**src/rtl/seq_mult_core.sv**
```systemverilog
// Shift-add sequential multiplier with optional early exit, signed/unsigned
// operands, a start/busy/done handshake and a synchronous abort.
module seq_mult_core #(
  parameter int unsigned WIDTH      = 8,
  parameter bit          EARLY_EXIT = 1'b1
) (
  input  logic                 clk,
  input  logic                 clr_n,
  input  logic                 start,
  input  logic                 abort,
  input  logic                 signed_mode,
  input  logic [WIDTH-1:0]     a_in,
  input  logic [WIDTH-1:0]     b_in,
  output logic                 busy,
  output logic                 done,
  output logic [2*WIDTH-1:0]   product
);

  localparam int unsigned CW = $clog2(WIDTH + 1);

  typedef enum logic [2:0] {
    S_IDLE,
    S_LOAD,
    S_ADD,
    S_SHIFT,
    S_FIX,
    S_DONE
  } state_t;

  state_t             state;
  state_t             state_nxt;
  logic [2*WIDTH-1:0] a_q;
  logic [2*WIDTH-1:0] p_q;
  logic [2*WIDTH-1:0] p_fix;
  logic [WIDTH-1:0]   b_q;
  logic [CW-1:0]      cnt;
  logic               neg;
  logic [WIDTH-1:0]   a_mag;
  logic [WIDTH-1:0]   b_mag;

  // Exit test shared by LOAD (current B/cnt) and SHIFT (post-shift B/cnt).
  function automatic state_t next_test(input logic [WIDTH-1:0] b, input logic [CW-1:0] c);
    if ((EARLY_EXIT && (b == '0)) || (c == CW'(WIDTH)))
      return S_FIX;
    else if (b[0])
      return S_ADD;
    else
      return S_SHIFT;
  endfunction

  always_comb begin
    a_mag = a_in;
    b_mag = b_in;
    if (signed_mode && a_in[WIDTH-1]) a_mag = (~a_in) + {{(WIDTH-1){1'b0}}, 1'b1};
    if (signed_mode && b_in[WIDTH-1]) b_mag = (~b_in) + {{(WIDTH-1){1'b0}}, 1'b1};
    p_fix = neg ? ((~p_q) + {{(2*WIDTH-1){1'b0}}, 1'b1}) : p_q;
  end

  always_comb begin
    state_nxt = state;
    if (abort) begin
      state_nxt = S_IDLE;
    end else begin
      case (state)
        S_IDLE:  state_nxt = start ? S_LOAD : S_IDLE;
        S_LOAD:  state_nxt = next_test(b_q, cnt);
        S_ADD:   state_nxt = S_SHIFT;
        S_SHIFT: state_nxt = next_test(b_q >> 1, cnt + CW'(1));
        S_FIX:   state_nxt = S_DONE;
        S_DONE:  state_nxt = S_IDLE;
        default: state_nxt = S_IDLE;
      endcase
    end
  end

  // busy/done are registered from the next state so they track the state exactly.
  always_ff @(posedge clk or negedge clr_n) begin
    if (!clr_n) begin
      state   <= S_IDLE;
      a_q     <= '0;
      b_q     <= '0;
      p_q     <= '0;
      cnt     <= '0;
      neg     <= 1'b0;
      product <= '0;
      busy    <= 1'b0;
      done    <= 1'b0;
    end else begin
      state <= state_nxt;
      busy  <= (state_nxt != S_IDLE);
      done  <= (state_nxt == S_DONE);
      if (!abort) begin
        case (state)
          S_IDLE: begin
            if (start) begin
              a_q <= {{WIDTH{1'b0}}, a_mag};
              b_q <= b_mag;
              p_q <= '0;
              cnt <= '0;
              neg <= signed_mode & (a_in[WIDTH-1] ^ b_in[WIDTH-1]);
            end
          end
          S_ADD: p_q <= p_q + a_q;
          S_SHIFT: begin
            a_q <= a_q << 1;
            b_q <= b_q >> 1;
            cnt <= cnt + CW'(1);
          end
          S_FIX: begin
            p_q     <= p_fix;
            product <= p_fix;
          end
          default: ;
        endcase
      end
    end
  end

endmodule
```
**config.mk**
```make
export PLATFORM = sky130hd
export DESIGN_NAME = seq_mult_core
export DESIGN_NICKNAME = d
export VERILOG_FILES = /design/src/rtl/seq_mult_core.sv
export SDC_FILE = /design/constraint.sdc
export NUM_CORES = 1
export LEC_CHECK = 0
export BUFFER_PORTS_ARGS = -buffer_cell sky130_fd_sc_hd__buf_4
export CORE_MARGIN = 3
export CORE_UTILIZATION = 60
export DETAILED_ROUTE_END_ITERATION = 6
export PLACE_DENSITY = 0.81
export SLEW_MARGIN = 15
export SYNTH_ARGS = -nofsm -noshare
export SYNTH_HDL_FRONTEND = slang
export SYNTH_SLANG_ARGS = --single-unit
```
**constraint.sdc**
```tcl
create_clock -name clk -period 3.2 [get_ports clk]
set_input_delay 0.32 -clock clk [delete_from_list [all_inputs] [get_ports clk]]
set_output_delay 0.32 -clock clk [all_outputs]
set_load 0.1 [all_outputs]
```
== Yosys cells after proc, flatten, opt, wreduce, memory -nomap -nowiden ==
Index checks and enable logic that the tools add are counted.
Storage, ports and cells
  output and inout bits: 18
  memories kept: 0
  bits of input ports: 21
  flip-flop bits (word level): 66
  memory bits (read-only): 0
  RAM bits: 0
  latch bits: 0
Operators by class
  mux-type cells: 18
  shift-type cells: 0
  magnitude comparators: 0
  eq/ne operators: 8
  reduce and logical (&&, ||, !) cells: 14
  add/subtract/negate cells: 5
  multipliers: 0
  bitwise logic cells: 6
  div/mod/pow operators: 0
Operators by type and width (count)
  16-bit 2-to-1 mux: 3
  16-bit case mux with 3 select lines: 1
  16-bit case mux with 2 select lines: 1
  8-bit 2-to-1 mux: 3
  16-bit by 1-bit adder with 16-bit output, second input constant: 1
  16-bit adder: 1
  8-bit by 1-bit adder with 8-bit output, second input constant: 2
  8-bit logical NOT: 2
  16-bit NOT: 1
  8-bit NOT: 2
  8-bit case mux with 2 select lines: 1
  3-bit case mux with 5 select lines: 1
  3-bit 2-to-1 mux: 3
  3-bit AND reduction: 3
  4-bit == test, second input constant: 2
  4-bit case mux with 2 select lines: 1
  3-bit by 2-bit == test with 1-bit output, second input constant: 2
  3-bit == test, second input constant: 2
  3-bit nonzero test: 2
  4-bit by 1-bit adder with 4-bit output, second input constant: 1
  4-bit 2-to-1 mux: 1
  3-bit by 1-bit == test with 1-bit output, second input constant: 1
  3-bit logical NOT: 1
  1-bit 2-to-1 mux: 3
  8 further kinds: 10

== Depth between registers and ports, before layout ==
  depth after elaboration: 7
  mapped depth: 8
  mapped depth without buffers: 8

== Worst setup path after synthesis ==
No wires, ideal clock.
  path type: register -> register
  from: reg a_q[0]
  to: reg p_q[14]
  slack: 960 ps
  clock period less this slack: 2240 ps
  library setup time: 126 ps
  arrival: 2114 ps
  cell stages (with the launch flop): 9
  path buffers: 0
  cell sequence: dfrtp_1 > ha_1 > fa_1 > a21oi_1 > o211a_1 > o21ai_0 > a41oi_1 > xnor2_1 > a221o_1
Between the ends
  cells in the longest elaborated chain, start to end: 2
Ends and longest elaborated chain
  from (decl): line 32  | logic [2*WIDTH-1:0] a_q;
  from (signal assigned): line 96  | a_q <= {{WIDTH{1'b0}}, a_mag};
  from (signal assigned): line 105  | a_q <= a_q << 1;
  16-bit adder: line 103  | S_ADD: p_q <= p_q + a_q;
  16-bit case mux with 3 select lines: line 93  | case (state)
  to (signal assigned): line 103
  to (signal assigned): line 110  | p_q <= p_fix;
  to (decl): line 33  | logic [2*WIDTH-1:0] p_q;
No other way between the ends.
A chain may end at the register's enable or synchronous reset.

== Worst setup path after layout ==
Same ends and word-level chain as after synthesis.

==> key figures <==
Timing
  – Worst Tran Pin Value: 0.804 ns
  – Setup_tns: 0 ns
  – Pins Over Slew Limit: 0
  – Rel. slew slack: 46.4%
  – Final Skew: ~0.013 ns
  – FMAX: about 0.4 GHz
  – RSZ-0062 raised after global routing: no
  – # setup viols final: 0
  – Final Cycle Share: 77.2%
  – Hold Fails Final Rpt: 0
  – Final hold slack: approximately 0.077 ns
  – Tmin final: roughly 2.5 ns
  – Worst Slack Setup Final: ~0.73 ns

Cells and area
  – Register area: about 1700 µm²
  – Nets: 556
  – Share of cells above drive strength 1: 12.9%
  – Layout Cells excl Fill: just over 600
  – Filler cell count: 528
  – Fin area: about 4800 µm²
  – Area Growth Syn to Fin: 13.8%
  – Area of the multi-input gates: between 2000 and 2500 µm²
  – # diodes: 0
  – Final core utilization: between 70% and 80%

Setup path
  – Reg-to-reg slack, setup: 0.73 ns
  – Reg2reg end: p_q[14]
  – Crit path cell chain: ha_1 > fa_1 > a21oi_1 > o211a_1 > o21ai_0 > a41oi_1 > xnor2_1 > a221o_1
  – CP Buf/Inv Count: 0
  – Crit path DAT: ~2.7 ns
  – CP startpoint kind: flop
  – Critical Path RT: 3.42 ns
  – R2R depth: 8
  – RR Startpoint: a_q[0]
  – Critical Path Sink Type: flop
  – Crit-path max cell delay: around 0.42 ns
  – Largest delay contributor family on the critical path: compound AO/OA/AOI/OAI gates
  – Slowest stage cell, crit path: fa_1
  – Setup CP Type: flop to flop
  – Max FO, Critical Path: 4

Die
  – Die Ht: about 90 µm
  – Initial core utilization: ~64%
  – CORE AREA: 6570 µm²
  – FP Rows: 29
  – Num ports: 39
  – Die ar.: 8030 µm²
  – Die Wd: roughly 90 µm

Logic synthesis
  – Largest area contributor in the netlist: dfrtp_1
  – Xor and xnor fraction of the mapped netlist area: around 7%
  – Async set or reset register ratio after synthesis: 100%
  – Yosys Warn Count: 0
  – EDFF count, synth: 0
  – Largest family of logic cells by synthesized area: compound AO/OA/AOI/OAI gates
  – Top cells by area, synth: dfrtp_1 39%, o21ai_0 7.6%, ha_1 6.0%, nand2_1 5.4%, xnor2_1 3.5%
  – Post-Syn Area per Cell: 8.70 µm²
  – Seq cells post-synth: 66
  – Simple-gate share of the synthesized area: approximately 17%
  – Complex-gate fraction of the synthesized area: 25.6%
  – Synth Cell Area: about 4200 µm²
  – Netlist cell types: about 60
  – Adder-Cell Fraction of Synth Area: roughly 6.4%
  – Syn_nets: around 520
  – Top-area cell type share of the netlist area: between 30% and 40%
  – Cells after Synth: about 480
  – Post-synth top cells: 66 x dfrtp_1, 64 x o21ai_0, 60 x nand2_1
  – Main flop type after synthesis: dfrtp_1
  – Mux cell area share after synthesis: less than 1%
  – Most frequent cell after synthesis: dfrtp_1
  – Sequential share of the synthesized area: around two fifths

Clock tree
  – Post-CTS sizing: 0
  – Clk_lat worst skew: 0.34 ns
  – Clk buf depth: 2
  – Clock root buffer: clkbuf_8
  – Hold_buf cts: 0
  – CTS H-tree depth: 3
  – Post-CTS Setup Repair Bufs: 0
  – CTS tree: done
  – Clk slew on worst S/H paths: 0.07 ns
  – Total CTS buffers: 9
  – CTS sink cnt: 66

Pwr
  – Leak Pwr: 2.30 nW
  – Max IR drop VDD: 0.000304 V
  – PwrDens: about 860 nW/µm²
  – Design Power: 4.12 mW

GRT
  – GRT Residual Overflow: 0
  – Largest net degree at the start of global routing: 67
  – Total GRT Usage: around a quarter
  – Initial antenna violation count: 0
  – First-pass GRT wire length: between 15000 and 20000 µm
  – Vias in the first global route: around 3400

Drt
  – DR vias/cell: about 6
  – Via count: ~3700
  – DRT Wirelength: ~9500 µm
  – Post-route ant nets: 0
  – Routed length per instance: roughly 16 µm
  – Number of remaining DRC errors: 2
  – Initial DRC Count: 230
  – Drt first pass iters: 7

Placed design
  – Placer congestion estimate: approximately 0.89
  – Dpl hpwl: approximately 7100 µm
  – Number of port buffers: 38
  – Worst slack, placed: roughly 0.75 ns
  – Post-DP Area: 4560 µm²
  – Post-placement cell count: 596

Run status
  – Status: finished with violations
  – Violated checks: DRC

Hold path
  – Hold Crit Class: input port to async pin

Flow run
  – MaxCap Viol Count: 0
[layer usage]
layer  track usage (%)  routed length (µm)  up-vias
li1                  -                   -     1816
met5                 0                   0        -
met3              4.29                 486       17
met4              9.47                 189        0
met1              36.9                4620     1737
met2              40.0                4240      109
[sequential cells by signal (all words and copies together) (netlist names)]
signal,flops
b_q,8
done,1
neg,1
state,3
busy,1
a_q,16
product,16
cnt,4
p_q,16
[worst max path at each step]
stage	start	end	slack, ns	cells after the start
2_1_floorplan	a_q[0]	p_q[14]	0.96	8
3_3_place_gp	a_q[0]	p_q[14]	0.82	8
3_5_place_dp	a_q[0]	p_q[14]	0.75	8
4_1_cts	a_q[0]	p_q[14]	0.74	8
5_1_grt	a_q[0]	p_q[14]	0.58	8
6_report	a_q[0]	p_q[14]	0.73	8
[placed cells by master (no fill, tap or decap), drive strengths merged, types with 16 or more instances in the layout]
master / count
xor2: 16
o21ai: 68
inv: 18
nor2: 26
a21oi: 29
buf: 44
xnor2: 17
nand2: 60
dfrtp: 66
ha: 20
[power by group]
part	switching, mW	leakage (nW)	total (mW)	internal [mW]
combinational	1.34	1.30	1.98	0.643
clock	0.299	0.110	0.777	0.478
sequential	0.291	0.886	1.36	1.07
total	1.93	2.30	4.12	2.19
[cell type report]
class,count,area share [%]
repair buffers,44,6.92
clock inverters,2,1.26
well taps,93,2.44
flip-flops and latches,66,34.6
clock buffers,13,3.33
inverters,18,1.42
multi-input cells,375,50.1
[logic make-up after synthesis]
kind of cell	Yosys count
flops	66
mux	4
simple gates	150
fa+ha+maj	21
compound gates	167
buf+inv	41
xor+xnor	33
Power figures use the tool's default switching activity.
